## config.mk

```make
export PLATFORM = sky130hd
export DESIGN_NAME = jac_alu_issue_flat
export DESIGN_NICKNAME = d
export VERILOG_FILES = /design/src/rtl/jac_pkg.sv /design/src/rtl/jac_alu_issue_if.sv /design/src/rtl/jac_regfile.sv /design/src/rtl/jac_alu_issue.sv /design/src/flat_wrapper.sv
export SDC_FILE = /design/constraint.sdc
export NUM_CORES = 1
export LEC_CHECK = 0
export BUFFER_PORTS_ARGS = -buffer_cell sky130_fd_sc_hd__buf_4
export CAP_MARGIN = 20
export CORE_MARGIN = 3
export CORE_UTILIZATION = 49
export CTS_CLUSTER_SIZE = 16
export DETAILED_ROUTE_END_ITERATION = 7
export GPL_ROUTABILITY_DRIVEN = 0
export PLACE_DENSITY = 0.85
export SLEW_MARGIN = 20
export SYNTH_ARGS = -nofsm -noshare
export SYNTH_HDL_FRONTEND = slang
export SYNTH_SLANG_ARGS = --single-unit
```

## constraint.sdc

```tcl
create_clock -name clk -period 2.1 [get_ports clk]
set_input_delay 0.42 -clock clk [delete_from_list [all_inputs] [get_ports clk]]
set_output_delay 0.42 -clock clk [all_outputs]
set_load 0.005 [all_outputs]
```

## src/rtl/jac_pkg.sv

```systemverilog
// Shared definitions for the Jac1-8 ALU issue controller.
// Holds the ALU opcode encodings, the status bit positions, the controller
// FSM state type and the latched request record.
// Optional feature macro used by the design: JAC_ILLEGAL_TRAP_EN.
package jac_pkg;

  localparam int unsigned DataW    = 8;
  localparam int unsigned OpW      = 5;
  localparam int unsigned ParamW   = 8;
  localparam int unsigned StatusW  = 6;
  localparam int unsigned RegAddrW = 2;

  localparam logic [OpW-1:0] Op_NOP = 5'd0;
  localparam logic [OpW-1:0] Op_ADD = 5'd1;
  localparam logic [OpW-1:0] Op_SUB = 5'd2;
  localparam logic [OpW-1:0] Op_AND = 5'd3;
  localparam logic [OpW-1:0] Op_OR  = 5'd4;
  localparam logic [OpW-1:0] Op_NOT = 5'd5;
  localparam logic [OpW-1:0] Op_XOR = 5'd6;
  localparam logic [OpW-1:0] Op_SHL = 5'd7;
  localparam logic [OpW-1:0] Op_SHR = 5'd8;
  localparam logic [OpW-1:0] Op_VAL = 5'd9;

  // Bit positions inside the ALU status word.
  localparam int unsigned StOverflow  = 0;
  localparam int unsigned StUnderflow = 1;
  localparam int unsigned StZero      = 2;
  localparam int unsigned StEqual     = 3;
  localparam int unsigned StGreater   = 4;
  localparam int unsigned StSmaller   = 5;

  typedef enum logic [1:0] {
    StIdle,
    StIssue,
    StCapture,
    StResp
  } state_e;

  typedef struct packed {
    logic [OpW-1:0]      opcode;
    logic [RegAddrW-1:0] dst;
    logic [RegAddrW-1:0] src1;
    logic [RegAddrW-1:0] src2;
    logic [ParamW-1:0]   param;
  } req_t;

endpackage

```

## src/rtl/jac_alu_issue_if.sv

```systemverilog
// Request/response handshake bundle between the decode stage (master) and
// the ALU issue controller (slave).
//   req_*  : operation request, valid/ready handshake, master -> slave
//   rsp_*  : result/status response, valid/ready handshake, slave -> master
//   rsp_error exists only when JAC_ILLEGAL_TRAP_EN is defined.
interface jac_alu_issue_if #(
  parameter int unsigned DataWidth     = 8,
  parameter int unsigned NumOpCodeBits = 5,
  parameter int unsigned ParamBits     = 8,
  parameter int unsigned NumStatusBits = 6,
  parameter int unsigned NumRegs       = 4
);
  localparam int unsigned AddrW = $clog2(NumRegs);

  logic                     req_valid;
  logic                     req_ready;
  logic [NumOpCodeBits-1:0] req_opcode;
  logic [AddrW-1:0]         req_dst;
  logic [AddrW-1:0]         req_src1;
  logic [AddrW-1:0]         req_src2;
  logic [ParamBits-1:0]     req_param;
  logic                     rsp_valid;
  logic                     rsp_ready;
  logic [DataWidth-1:0]     rsp_result;
  logic [NumStatusBits-1:0] rsp_status;
`ifdef JAC_ILLEGAL_TRAP_EN
  logic                     rsp_error;

  modport master (
    output req_valid, req_opcode, req_dst, req_src1, req_src2, req_param, rsp_ready,
    input  req_ready, rsp_valid, rsp_result, rsp_status, rsp_error
  );
  modport slave (
    input  req_valid, req_opcode, req_dst, req_src1, req_src2, req_param, rsp_ready,
    output req_ready, rsp_valid, rsp_result, rsp_status, rsp_error
  );
`else
  modport master (
    output req_valid, req_opcode, req_dst, req_src1, req_src2, req_param, rsp_ready,
    input  req_ready, rsp_valid, rsp_result, rsp_status
  );
  modport slave (
    input  req_valid, req_opcode, req_dst, req_src1, req_src2, req_param, rsp_ready,
    output req_ready, rsp_valid, rsp_result, rsp_status
  );
`endif
endinterface

```

## src/rtl/jac_regfile.sv

```systemverilog
// Operand register file: NumRegs x DataWidth, synchronous reset to zero.
//   clk, rst           : clock, synchronous active-high reset (beats any write)
//   wb_en_i/addr/data  : ALU writeback, wins over a load to the same address
//   ld_en_i/addr/data  : host preload
//   rd1_*/rd2_*        : two combinational read ports
module jac_regfile #(
  parameter int unsigned DataWidth = 8,
  parameter int unsigned NumRegs   = 4,
  parameter int unsigned AddrW     = $clog2(NumRegs)
) (
  input  logic                 clk,
  input  logic                 rst,
  input  logic                 wb_en_i,
  input  logic [AddrW-1:0]     wb_addr_i,
  input  logic [DataWidth-1:0] wb_data_i,
  input  logic                 ld_en_i,
  input  logic [AddrW-1:0]     ld_addr_i,
  input  logic [DataWidth-1:0] ld_data_i,
  input  logic [AddrW-1:0]     rd1_addr_i,
  output logic [DataWidth-1:0] rd1_data_o,
  input  logic [AddrW-1:0]     rd2_addr_i,
  output logic [DataWidth-1:0] rd2_data_o
);
  logic [DataWidth-1:0] regs_q [NumRegs];

  always_ff @(posedge clk) begin
    if (rst) begin
      for (int unsigned i = 0; i < NumRegs; i++) regs_q[i] <= '0;
    end else begin
      for (int unsigned i = 0; i < NumRegs; i++) begin
        if (wb_en_i && wb_addr_i == AddrW'(i))      regs_q[i] <= wb_data_i;
        else if (ld_en_i && ld_addr_i == AddrW'(i)) regs_q[i] <= ld_data_i;
      end
    end
  end

  assign rd1_data_o = regs_q[rd1_addr_i];
  assign rd2_data_o = regs_q[rd2_addr_i];
endmodule

```

## src/rtl/jac_alu_issue.sv

```systemverilog
// ALU issue controller for the Jac1-8 core.
// Accepts a request on bus (slave side), drives registered opcode/operands/
// param to the ALU, captures the combinational ALU result/status, writes the
// result back into the operand register file and returns the response.
//   clk, rst                      : clock, synchronous active-high reset
//   bus                           : request/response handshakes
//   alu_opcode/operand1/2/param   : registered ALU inputs
//   alu_result, alu_status        : combinational ALU outputs
//   ld_en, ld_addr, ld_data       : host preload of one register
// JAC_ILLEGAL_TRAP_EN: opcodes above VAL are issued as NOP, not written back,
// and flagged on bus.rsp_error with a zero status.
module jac_alu_issue
  import jac_pkg::*;
#(
  parameter int unsigned DataWidth     = 8,
  parameter int unsigned NumOpCodeBits = 5,
  parameter int unsigned ParamBits     = 8,
  parameter int unsigned NumStatusBits = 6,
  parameter int unsigned NumRegs       = 4
) (
  input  logic                       clk,
  input  logic                       rst,
  jac_alu_issue_if.slave             bus,
  output logic [NumOpCodeBits-1:0]   alu_opcode,
  output logic [DataWidth-1:0]       alu_operand1,
  output logic [DataWidth-1:0]       alu_operand2,
  output logic [ParamBits-1:0]       alu_param,
  input  logic [DataWidth-1:0]       alu_result,
  input  logic [NumStatusBits-1:0]   alu_status,
  input  logic                       ld_en,
  input  logic [$clog2(NumRegs)-1:0] ld_addr,
  input  logic [DataWidth-1:0]       ld_data
);
  localparam int unsigned AddrW = $clog2(NumRegs);

  state_e                   state_q;
  req_t                     req_q;
  logic                     req_ready_q;
  logic                     rsp_valid_q;
  logic [DataWidth-1:0]     rsp_result_q;
  logic [NumStatusBits-1:0] rsp_status_q;
  logic [NumOpCodeBits-1:0] alu_opcode_q;
  logic [DataWidth-1:0]     alu_operand1_q;
  logic [DataWidth-1:0]     alu_operand2_q;
  logic [ParamBits-1:0]     alu_param_q;
  logic [DataWidth-1:0]     rd1_data;
  logic [DataWidth-1:0]     rd2_data;
  logic                     illegal;
  logic                     wb_en;

`ifdef JAC_ILLEGAL_TRAP_EN
  logic                     rsp_error_q;
  assign illegal       = (req_q.opcode > Op_VAL);
  assign bus.rsp_error = rsp_error_q;
`else
  assign illegal = 1'b0;
`endif

  assign wb_en = (state_q == StCapture) && (req_q.opcode != Op_NOP) && !illegal;

  jac_regfile #(
    .DataWidth (DataWidth),
    .NumRegs   (NumRegs)
  ) u_regfile (
    .clk        (clk),
    .rst        (rst),
    .wb_en_i    (wb_en),
    .wb_addr_i  (req_q.dst),
    .wb_data_i  (alu_result),
    .ld_en_i    (ld_en),
    .ld_addr_i  (ld_addr),
    .ld_data_i  (ld_data),
    .rd1_addr_i (req_q.src1),
    .rd1_data_o (rd1_data),
    .rd2_addr_i (req_q.src2),
    .rd2_data_o (rd2_data)
  );

  always_ff @(posedge clk) begin
    if (rst) begin
      state_q        <= StIdle;
      req_q          <= '0;
      req_ready_q    <= 1'b1;
      rsp_valid_q    <= 1'b0;
      rsp_result_q   <= '0;
      rsp_status_q   <= '0;
      alu_opcode_q   <= Op_NOP;
      alu_operand1_q <= '0;
      alu_operand2_q <= '0;
      alu_param_q    <= '0;
`ifdef JAC_ILLEGAL_TRAP_EN
      rsp_error_q    <= 1'b0;
`endif
    end else begin
      case (state_q)
        StIdle: begin
          if (bus.req_valid) begin
            req_q       <= '{opcode: bus.req_opcode, dst: bus.req_dst,
                             src1: bus.req_src1, src2: bus.req_src2,
                             param: bus.req_param};
            req_ready_q <= 1'b0;
`ifdef JAC_ILLEGAL_TRAP_EN
            rsp_error_q <= 1'b0;
`endif
            state_q     <= StIssue;
          end
        end
        StIssue: begin
          // Operands are read here, not at accept, so a load landing on the
          // accepting edge is visible to this operation.
          alu_operand1_q <= rd1_data;
          alu_operand2_q <= rd2_data;
          alu_param_q    <= req_q.param;
          alu_opcode_q   <= illegal ? Op_NOP : req_q.opcode;
          state_q        <= StCapture;
        end
        StCapture: begin
          rsp_result_q <= alu_result;
          rsp_status_q <= illegal ? '0 : alu_status;
`ifdef JAC_ILLEGAL_TRAP_EN
          rsp_error_q  <= illegal;
`endif
          // Operands/param hold until the next issue; only the opcode parks at NOP.
          alu_opcode_q <= Op_NOP;
          rsp_valid_q  <= 1'b1;
          state_q      <= StResp;
        end
        StResp: begin
          if (bus.rsp_ready) begin
            rsp_valid_q <= 1'b0;
            req_ready_q <= 1'b1;
            state_q     <= StIdle;
          end
        end
        default: state_q <= StIdle;
      endcase
    end
  end

  assign bus.req_ready  = req_ready_q;
  assign bus.rsp_valid  = rsp_valid_q;
  assign bus.rsp_result = rsp_result_q;
  assign bus.rsp_status = rsp_status_q;
  assign alu_opcode     = alu_opcode_q;
  assign alu_operand1   = alu_operand1_q;
  assign alu_operand2   = alu_operand2_q;
  assign alu_param      = alu_param_q;
endmodule

```

## src/flat_wrapper.sv

```systemverilog
// flat-port wrapper written by rule: the top's interface ports become plain ports
module jac_alu_issue_flat import jac_pkg::*;
#(
  parameter int unsigned DataWidth     = 8,
  parameter int unsigned NumOpCodeBits = 5,
  parameter int unsigned ParamBits     = 8,
  parameter int unsigned NumStatusBits = 6,
  parameter int unsigned NumRegs       = 4
)
  (clk, rst, alu_opcode, alu_operand1, alu_operand2, alu_param, alu_result, alu_status, ld_en, ld_addr, ld_data, bus_req_valid, bus_req_opcode, bus_req_dst, bus_req_src1, bus_req_src2, bus_req_param, bus_rsp_ready, bus_req_ready, bus_rsp_valid, bus_rsp_result, bus_rsp_status);
  jac_alu_issue_if #(.DataWidth(DataWidth), .NumOpCodeBits(NumOpCodeBits), .ParamBits(ParamBits), .NumStatusBits(NumStatusBits), .NumRegs(NumRegs)) bus_i ();
  input  logic clk;
  input  logic rst;
  output logic [NumOpCodeBits-1:0] alu_opcode;
  output logic [DataWidth-1:0] alu_operand1;
  output logic [DataWidth-1:0] alu_operand2;
  output logic [ParamBits-1:0] alu_param;
  input  logic [DataWidth-1:0] alu_result;
  input  logic [NumStatusBits-1:0] alu_status;
  input  logic ld_en;
  input  logic [$clog2(NumRegs)-1:0] ld_addr;
  input  logic [DataWidth-1:0] ld_data;
  input wire logic [$bits(bus_i.req_valid)-1:0] bus_req_valid;
  input wire logic [$bits(bus_i.req_opcode)-1:0] bus_req_opcode;
  input wire logic [$bits(bus_i.req_dst)-1:0] bus_req_dst;
  input wire logic [$bits(bus_i.req_src1)-1:0] bus_req_src1;
  input wire logic [$bits(bus_i.req_src2)-1:0] bus_req_src2;
  input wire logic [$bits(bus_i.req_param)-1:0] bus_req_param;
  input wire logic [$bits(bus_i.rsp_ready)-1:0] bus_rsp_ready;
  output wire logic [$bits(bus_i.req_ready)-1:0] bus_req_ready;
  output wire logic [$bits(bus_i.rsp_valid)-1:0] bus_rsp_valid;
  output wire logic [$bits(bus_i.rsp_result)-1:0] bus_rsp_result;
  output wire logic [$bits(bus_i.rsp_status)-1:0] bus_rsp_status;
  assign bus_i.req_valid = bus_req_valid;
  assign bus_i.req_opcode = bus_req_opcode;
  assign bus_i.req_dst = bus_req_dst;
  assign bus_i.req_src1 = bus_req_src1;
  assign bus_i.req_src2 = bus_req_src2;
  assign bus_i.req_param = bus_req_param;
  assign bus_i.rsp_ready = bus_rsp_ready;
  assign bus_req_ready = bus_i.req_ready;
  assign bus_rsp_valid = bus_i.rsp_valid;
  assign bus_rsp_result = bus_i.rsp_result;
  assign bus_rsp_status = bus_i.rsp_status;
  jac_alu_issue #(.DataWidth(DataWidth), .NumOpCodeBits(NumOpCodeBits), .ParamBits(ParamBits), .NumStatusBits(NumStatusBits), .NumRegs(NumRegs)) u_core (.clk(clk), .rst(rst), .bus(bus_i), .alu_opcode(alu_opcode), .alu_operand1(alu_operand1), .alu_operand2(alu_operand2), .alu_param(alu_param), .alu_result(alu_result), .alu_status(alu_status), .ld_en(ld_en), .ld_addr(ld_addr), .ld_data(ld_data));
endmodule
```

# == Word level (Yosys, flattened, before mapping) ==
# Memory sizes are Yosys's and may differ from the RTL's. A register that Yosys moved wholly into a read port is not among the register bits.
# Cells that the tools add are included.
# word_totals
register_bits,50
ram_bits,32
in_bits,48
out_inout_bits,45
wordCells,99
n_memories,1
# classes
n_eq_ne,11
n_mux,47
bitwise,8
reduce_logical,20
# mem_list
memory,words,width,read_ports,rd_clocked_by_memory_dff,wr,line_no,source
u_core.u_regfile.regs_q,4,8,2,2,4,jac_regfile.sv:24,logic [DataWidth-1:0] regs_q [NumRegs];
# op_table
cell,n
8-bit two-way mux,8
1-bit two-way mux,33
"2-bit equality test, second input constant",6
5-bit one-hot mux with 2 select lines,1
1-bit logical AND,9
1-bit bitwise OR,8
2-bit one-hot mux with 4 select lines,1
"2-bit by 1-bit equality test with 1-bit output, second input constant",3
2-bit logical NOT,3
2-bit AND reduction,3
2-bit nonzero test,3
5-bit nonzero test,1
2-bit two-way mux,2
"2-bit inequality test, second input constant",2
1-bit one-hot mux with 2 select lines,2
3-bit AND reduction,1

# == Longest topological paths before layout ==
# Gate-level depths: netlist (run 1).
# logic_depth
depth_word,8
ltp_mapped,7
mapped_depth_nobuf,5

# == Modules after synthesis ==
# Synthesis (run 1) repeated with hierarchy kept, for this count alone.
# hier_totals
hier_cells,369
hier_area_um2,4319.1
# modules_own_cells
mod,n_inst,cells_per_inst,area_each_um2,seq_area_each_um2
jac_alu_issue,1,258,2451.1,1321.3
jac_regfile,1,111,1868.0,960.9

# == Worst setup path before layout (run 1) ==
# Ideal clock, no wire load.
# synth_timing
kind,register to register
from,register u_core.req_q[14] in the netlist's numbering
to,"memory u_core.u_regfile.regs_q[1][0], enable pin"
setup_time_ns,0.294
arrival_ns,1.774
t_required_ns,1.806
path_slack_ns,0.032
path_stages_with_launch,6
path_buffers,2
synth_period_minus_slack_ns,2.068
path_cell_list,dfxtp_1 -> or4_1 -> buf_2 -> o2111a_1 -> buf_6 -> or3_1
# synth_rtl
element,line_no,source
"start, declared",jac_alu_issue.sv:37,req_t req_q;
"start signal, assigned",jac_alu_issue.sv:98,"req_q <= '{opcode: bus.req_opcode, dst: bus.req_dst,"
"end, declared",jac_regfile.sv:24,

==> results of run 1 <==
placed cells by master, fill, tap and decap left out, types with 9 or more instances in the layout:
| master | count |
|---|---|
| buf_4 | 104 |
| nand2_1 | 67 |
| dfxtp_1 | 66 |
| mux2i_1 | 54 |
| nor2_1 | 46 |
| edfxtp_1 | 32 |
| a21oi_1 | 29 |
| mux4_2 | 16 |
| nor2b_1 | 15 |
| inv_1 | 13 |
| nand2b_1 | 10 |
| clkbuf_8 | 9 |
through the flow:
step	total power [mW]	hold slack [ps]	utilization [%]	instances
finish	5.438	291.0	62.16	617
global route	5.757	290.3	62.16	617
CTS	5.476	277.1	62.04	617
detailed placement	4.196	449.3	59.62	601
global placement	4.115	442.7	59.62	601
floorplan	3.604	436.0	-	420
timing repair:
action                                  in CTS  in global routing
endpoints found under the setup margin       0                  7
endpoints found under the hold margin        0                  0
resized for setup                            0                  2
hold buffers                                 0                  0
report_power, final:
group          internal, mW  total [mW]  switching (mW)
sequential             2.27        2.52           0.244
combinational         0.834        1.63           0.796
clock                 0.629        1.29           0.662
cell families after synthesis:
| kind of cell | after synthesis | synth area share [%] |
|---|---|---|
| compound gates | 56 | 8.256 |
| fa+ha+maj | 4 | 1.127 |
| buf+inv | 44 | 4.057 |
| flops | 98 | 51.39 |
| mux | 70 | 20.29 |
| simple gates | 148 | 14.88 |
layout make-up:
| cell class | count | area, sq um | share of cell area, % |
|---|---|---|---|
| flip-flops and latches | 98 | 2282 | 41.89 |
| inverters | 13 | 48.80 | 0.8957 |
| multi-input cells | 278 | 1989 | 36.52 |
| repair buffers | 104 | 780.7 | 14.33 |
| clock buffers | 11 | 152.6 | 2.802 |
| well taps | 108 | 135.1 | 2.480 |
| clock inverters | 5 | 58.81 | 1.079 |
worst max-delay path by stage:
stage / start / to / slack, ps / depth (start not counted)
2_1_floorplan: u_core.req_q[14]$_SDFFE_PP0P_ / u_core.u_regfile.regs_q[1][0]$_SDFFCE_PN0P_ / 30 / 5
3_3_place_gp: u_core.req_q[14]$_SDFFE_PP0P_ / u_core.u_regfile.regs_q[1][6]$_SDFFCE_PN0P_ / 150 / 3
3_5_place_dp: u_core.req_q[14]$_SDFFE_PP0P_ / u_core.u_regfile.regs_q[1][6]$_SDFFCE_PN0P_ / 100 / 3
4_1_cts: u_core.req_q[15]$_SDFFE_PP0P_ / u_core.u_regfile.regs_q[1][7]$_SDFFCE_PN0P_ / 70 / 3
5_1_grt: u_core.req_q[15]$_SDFFE_PP0P_ / u_core.u_regfile.regs_q[3][3]$_DFFE_PP_ / 80 / 5
6_report: u_core.req_q[15]$_SDFFE_PP0P_ / u_core.u_regfile.regs_q[1][7]$_SDFFCE_PN0P_ / 200 / 3
flip-flops by register name, summed over array words and instances (netlist names):
signal	cells
u_core.alu_opcode	5
u_core.alu_operand1	8
u_core.alu_operand2	8
u_core.alu_param	8
u_core.bus.req_ready	1
u_core.bus.rsp_result	8
u_core.bus.rsp_status	6
u_core.bus.rsp_valid	1
u_core.req_q	19
u_core.state_q	2
u_core.u_regfile.regs_q	32
worst register-to-register path, stage by stage (launching register included):
cell	delay, ps
dfxtp_1	350
or4_1	570
o2111a_1	290
or3_4	440
per-layer routing:
metal  GRT usage (%)  wire (um)  share of wire [%]  vias up
met1           25.67       4055                 42     1572
met2           32.85       4921                 51       98
li1                -          -                  -     1644
met3           5.647        662                6.8        8
met4           5.419         94               0.97        0
met5               0          0                  0        -
==> impl_metrics.csv, run 1 <==
group,metric,value,unit
power_and_ir_drop,power_leakage,2.291,nW
finish,final_area,5448,sq um
critical_path,r2r_slack,200,ps
clock_tree,numCtsBuffers,9,
sta,hold_viol,0,
min_path,min_from,"alu_status[5]",
floorplanning,ioPinCount,93,
route,num_vias,3322,
logic_synthesis,synthArstFlopShare,0,%
sta,max_freq,0.5254,GHz
critical_path,r2r_start,"u_core.req_q[15]$_SDFFE_PP0P_",
logic_synthesis,synth_cell_types,35,
clock_tree,cts_num_sinks,98,
grt,overflow,0,
grt,grt_pass1_wl,16090,um
sta,min_period_over_period,90.63,%
outcome,outcome,"completed",
sta,skew,15.43,ps
logic_synthesis,yosys.area.top_type,"dfxtp_1",
logic_synthesis,synth_area_leaders,"dfxtp_1, edfxtp_1, mux2i_1",
route,viasPerCell,5.384,
placed_design,place_worst_setup_slack,104.9,ps
logic_synthesis,yosysMostFrequentCell,"nand2_1",
min_path,whs_path_depth,3,
clock_tree,cts-root-buf,"clkbuf_8",
power_and_ir_drop,ir_drop,0.5193,mV
logic_synthesis,netlist_area,4441,sq um
clock_tree,clockBufferDepth,2,
logic_synthesis,ys_top_cells_by_count,"nand2_1, dfxtp_1, mux2i_1",
grt,grt_pass1_vias,3339,
critical_path,crit_chain,"or4_1, o2111a_1, or3_4",
logic_synthesis,yosys.area.top_type_share,29.75,%
finish,nets,556,
critical_path,critPathKind,"flip-flop to flip-flop",
critical_path,crit_buf_inv,0,
sta,tightestPinTransition,693.8,ps
placed_design,dpl_cell_area,5225,sq um
logic_synthesis,ys_warn_count,0,
critical_path,slowest_stage,"or4_1",
sta,final-max-slew-violation-count,0,
floorplanning,rows,34,
critical_path,reg2reg_depth,3,
floorplanning,die_area,10240,sq um
grt,antenna_found_initial,0,
finish,syn2layout_area_growth,22.68,%
route,drt_iter0_drc,233,
critical_path,rr_endpoint,"u_core.u_regfile.regs_q[1][7]$_SDFFCE_PN0P_",
sta,postLayoutSetupSlackWorst,196.8,ps
floorplanning,start_util,50.67,%
critical_path,crit_required,2210,ps
logic_synthesis,synth_seq_cells,98,
placed_design,hpwl,7418,um
sta,maxSlewHeadroom,53.63,%
critical_path,worstSetupEndpointType,"flip-flop",
power_and_ir_drop,p_per_area,998.1,nW/um^2
route,antenna_left,0,
logic_synthesis,ys.flop_type,"dfxtp_1",
sta,setup_viol,0,
logic_synthesis,avgSynthCellArea,10.57,sq um
floorplanning,die_y,101.2,um
clock_tree,clk_pin_slew,90,ps
sta,tns,0,ps
route,wire_per_inst,15.78,um
clock_tree,cts_tree,"yes",
clock_tree,clock_latency,370,ps
logic_synthesis,ys_seq_area_share,51.39,%
critical_path,cpPeakStageDelay,570,ps
finish,drive_gt1_share,27.11,%
job,drv_cap,0,
logic_synthesis,synth_edf_count,32,
sta,period_needed,1903,ps
min_path,whs_endpoint,"u_core.bus.rsp_status[5]$_SDFFE_PP0P_",
grt,grt_max_degree,41,
sta,grt_setup_unrepaired,"no",
critical_path,critPathTopFamily,"simple AND/OR/NAND/NOR gates",
clock_tree,htree_levels,3,
critical_path,arrival,2010,ps
finish,n_antenna_cell,0,
critical_path,worstPathMaxFanout,8,
logic_synthesis,synthCells,420,
grt,grtUsageTotal,19.85,%
route,drt_pass1_iterations,5,
floorplanning,die_w,101.2,um
route,finalWirelength,9734,um
floorplanning,core,8763,sq um
placed_design,port_buffers,92,
critical_path,cp-start-kind,"flip-flop",
min_path,min_path_type,"input pin to flip-flop",
route,drc,0,
finish,fillCellCount,693,
logic_synthesis,synth_nets,472,
clock_tree,post_cts_buffers,0,
Note: power is estimated with default switching activity, not from simulation.
==> run 2, diff against run 1 <==
Settings changed: ABC_AREA set to 1, CORE_UTILIZATION 49 to 50, SYNTH_HIERARCHICAL set to 1.
==> impl_metrics.csv, run 2 <==
group,metric,value,unit
clock_tree,clk_pin_slew,90,ps
sta,period_needed,1909,ps
finish,nets,749,
logic_synthesis,synth_edf_count,32,
outcome,outcome,"completed",
critical_path,worstSetupEndpointType,"flip-flop",
critical_path,crit_chain,"inv_1, ha_1, o21ai_0, inv_1, nand3_2, nor2_1, nand2_1, nand2_1",
critical_path,crit_buf_inv,2,
finish,mostFrequentLayoutCells,"nor2_1, buf_4, nand2_1, o21ai_0, dfxtp_1",
floorplanning,core,8891,sq um
logic_synthesis,ys_top_cells_by_count,"nor2_1, nand2_1, o21ai_0",
grt,use_met3,4.668,%
sta,grt_setup_unrepaired,"no",
route,finalWirelength,11780,um
floorplanning,ioPinCount,93,
sta,timing.hold.ws,274.2,ps
sta,skew,8.715,ps
grt,grtUsageMet1,29.15,%
floorplanning,die_w,102.7,um
clock_tree,htree_levels,3,
sta,max_freq,0.5239,GHz
logic_synthesis,ys_warn_count,6,
placed_design,hpwl,8497,um
grt,grtUsageMet2,36.69,%
grt,overflow,0,
grt,grt_max_degree,62,
logic_synthesis,synth_seq_cells,98,
finish,fillCellCount,717,
finish,regArea,2282,sq um
power_and_ir_drop,p_per_area,1177,nW/um^2
grt,top_usage_layer,"met2",
logic_synthesis,synthArstFlopShare,0,%
route,num_vias,4406,
finish,top_regs,"u_core/u_regfile/regs_q (32), u_core/req_q (19)",
sta,tns,0,ps
clock_tree,cts_num_sinks,98,
clock_tree,hold_buffers,0,
grt,antenna_found_initial,0,
route,antenna_left,0,
finish,multi_input_area,2037,sq um
logic_synthesis,synth_cell_types,24,
grt,grt_pass1_vias,4125,
clock_tree,cts_tree,"yes",
power_and_ir_drop,power_leakage,2.514,nW
clock_tree,post_cts_buffers,0,
finish,largest_reg_flops,32,
logic_synthesis,yosys.area.top_type_share,28.27,%
route,drt_pass1_iterations,5,
logic_synthesis,synth_area_leaders,"dfxtp_1, edfxtp_1, nor2_1",
sta,hold_viol,0,
placed_design,dp_cells,792,
clock_tree,numCtsBuffers,9,
finish,largest-register,"u_core/u_regfile/regs_q",
job,drv_cap,0,
placed_design,port_buffers,92,
route,drt_iter0_drc,414,
finish,final_common_cell,"nor2_1",
route,wire_per_inst,14.57,um
logic_synthesis,ys_seq_area_share,48.82,%
min_path,min_path_type,"input pin to flip-flop",
logic_synthesis,netlist_area,4674,sq um
critical_path,arrival,2140,ps
logic_synthesis,yosys.area.top_type,"dfxtp_1",
critical_path,slowest_stage,"nor2_1",
floorplanning,start_util,52.58,%
route,drc,0,
finish,finalNonFillerCells,808,
logic_synthesis,ys.flop_type,"dfxtp_1",
power_and_ir_drop,ir_drop,0.5180,mV
clock_tree,clock_latency,370,ps
critical_path,critPathKind,"flip-flop to flip-flop",
sta,min_period_over_period,90.90,%
critical_path,cp-start-kind,"flip-flop",
grt,grtUsageTotal,22.82,%
clock_tree,cts-root-buf,"clkbuf_8",
route,viasPerCell,5.453,
finish,n_antenna_cell,0,
logic_synthesis,yosysMostFrequentCell,"nor2_1",
critical_path,worstPathMaxFanout,8,
finish,drive_gt1_share,20.14,%
floorplanning,die_y,102.7,um
floorplanning,rows,34,
finish,syn2layout_area_growth,18.76,%
critical_path,cpPeakStageDelay,440,ps
logic_synthesis,avgSynthCellArea,7.651,sq um
clock_tree,clockBufferDepth,2,
sta,tightestPinTransition,578.3,ps
sta,maxSlewHeadroom,61.44,%
sta,final-max-slew-violation-count,0,
grt,grt_pass1_wl,18950,um
sta,setup_viol,0,
logic_synthesis,synthCells,611,
critical_path,critPathTopFamily,"simple AND/OR/NAND/NOR gates",
critical_path,crit_required,2330,ps
logic_synthesis,synth_nets,665,
clock_tree,cts_resized,0,
floorplanning,die_area,10550,sq um
run 2: metal layers:
layer,wire (um),vias to the layer above
li1,-,2147
met1,4911,1990
met2,5426,232
met3,1081,37
met4,356,0
met5,0,-
run 2: worst min-delay path: stages:
cell and delay [ps]:
buf_4 80, nor2_1 30, nor2_1 80
run 2: per-stage QoR:
stage / util [%] / setup slack, ps / area, sq um / total power, mW
6_report: 62.44 / 191.2 / 5552 / 6.535
5_1_grt: 62.44 / 14.71 / 5552 / 7.015
4_1_cts: 62.44 / 215.3 / 5552 / 6.552
3_5_place_dp: 60.10 / 256.1 / 5344 / 5.304
3_3_place_gp: 60.10 / 376.9 / 5344 / 5.186
2_1_floorplan: - / 275.4 / 4674 / 4.405
run 2: where the power goes:
| group | internal, mW | switching, mW |
|---|---|---|
| clock | 0.605 | 0.642 |
| sequential | 2.52 | 0.323 |
| combinational | 1.00 | 1.44 |
| total | 4.13 | 2.41 |
run 2: layout make-up:
class | instances | share of cell area [%]
multi-input combinational | 450 | 36.69
timing repair buffer | 99 | 13.39
tap | 108 | 2.434
clock inverter | 3 | 0.2930
inverter | 37 | 2.637
sequential | 98 | 41.11
clock buffer | 13 | 3.448
run 2: final timing paths:
path	startpoint	end	slack (ps)	depth (start not counted)
setup / recovery	u_core/state_q[0]$_SDFFE_PP0P_	u_core/u_regfile/regs_q[3][1]$_DFFE_PP_	190	8
hold reg to reg	u_core/alu_opcode[1]$_SDFFE_PP0P_	u_core/alu_opcode[1]$_SDFFE_PP0P_	470	2
hold / removal	alu_status[0]	u_core/bus.rsp_status[0]$_SDFFE_PP0P_	270	3
setup reg to reg	u_core/state_q[0]$_SDFFE_PP0P_	u_core/u_regfile/regs_q[3][1]$_DFFE_PP_	190	8
run 2: kinds of logic after synthesis:
family          after synthesis  synth area share [%]
fa+ha+maj                     6                 1.606
compound gates              127                 14.80
flops                        98                 48.82
buf+inv                      63                 7.602
simple gates                317                 27.17
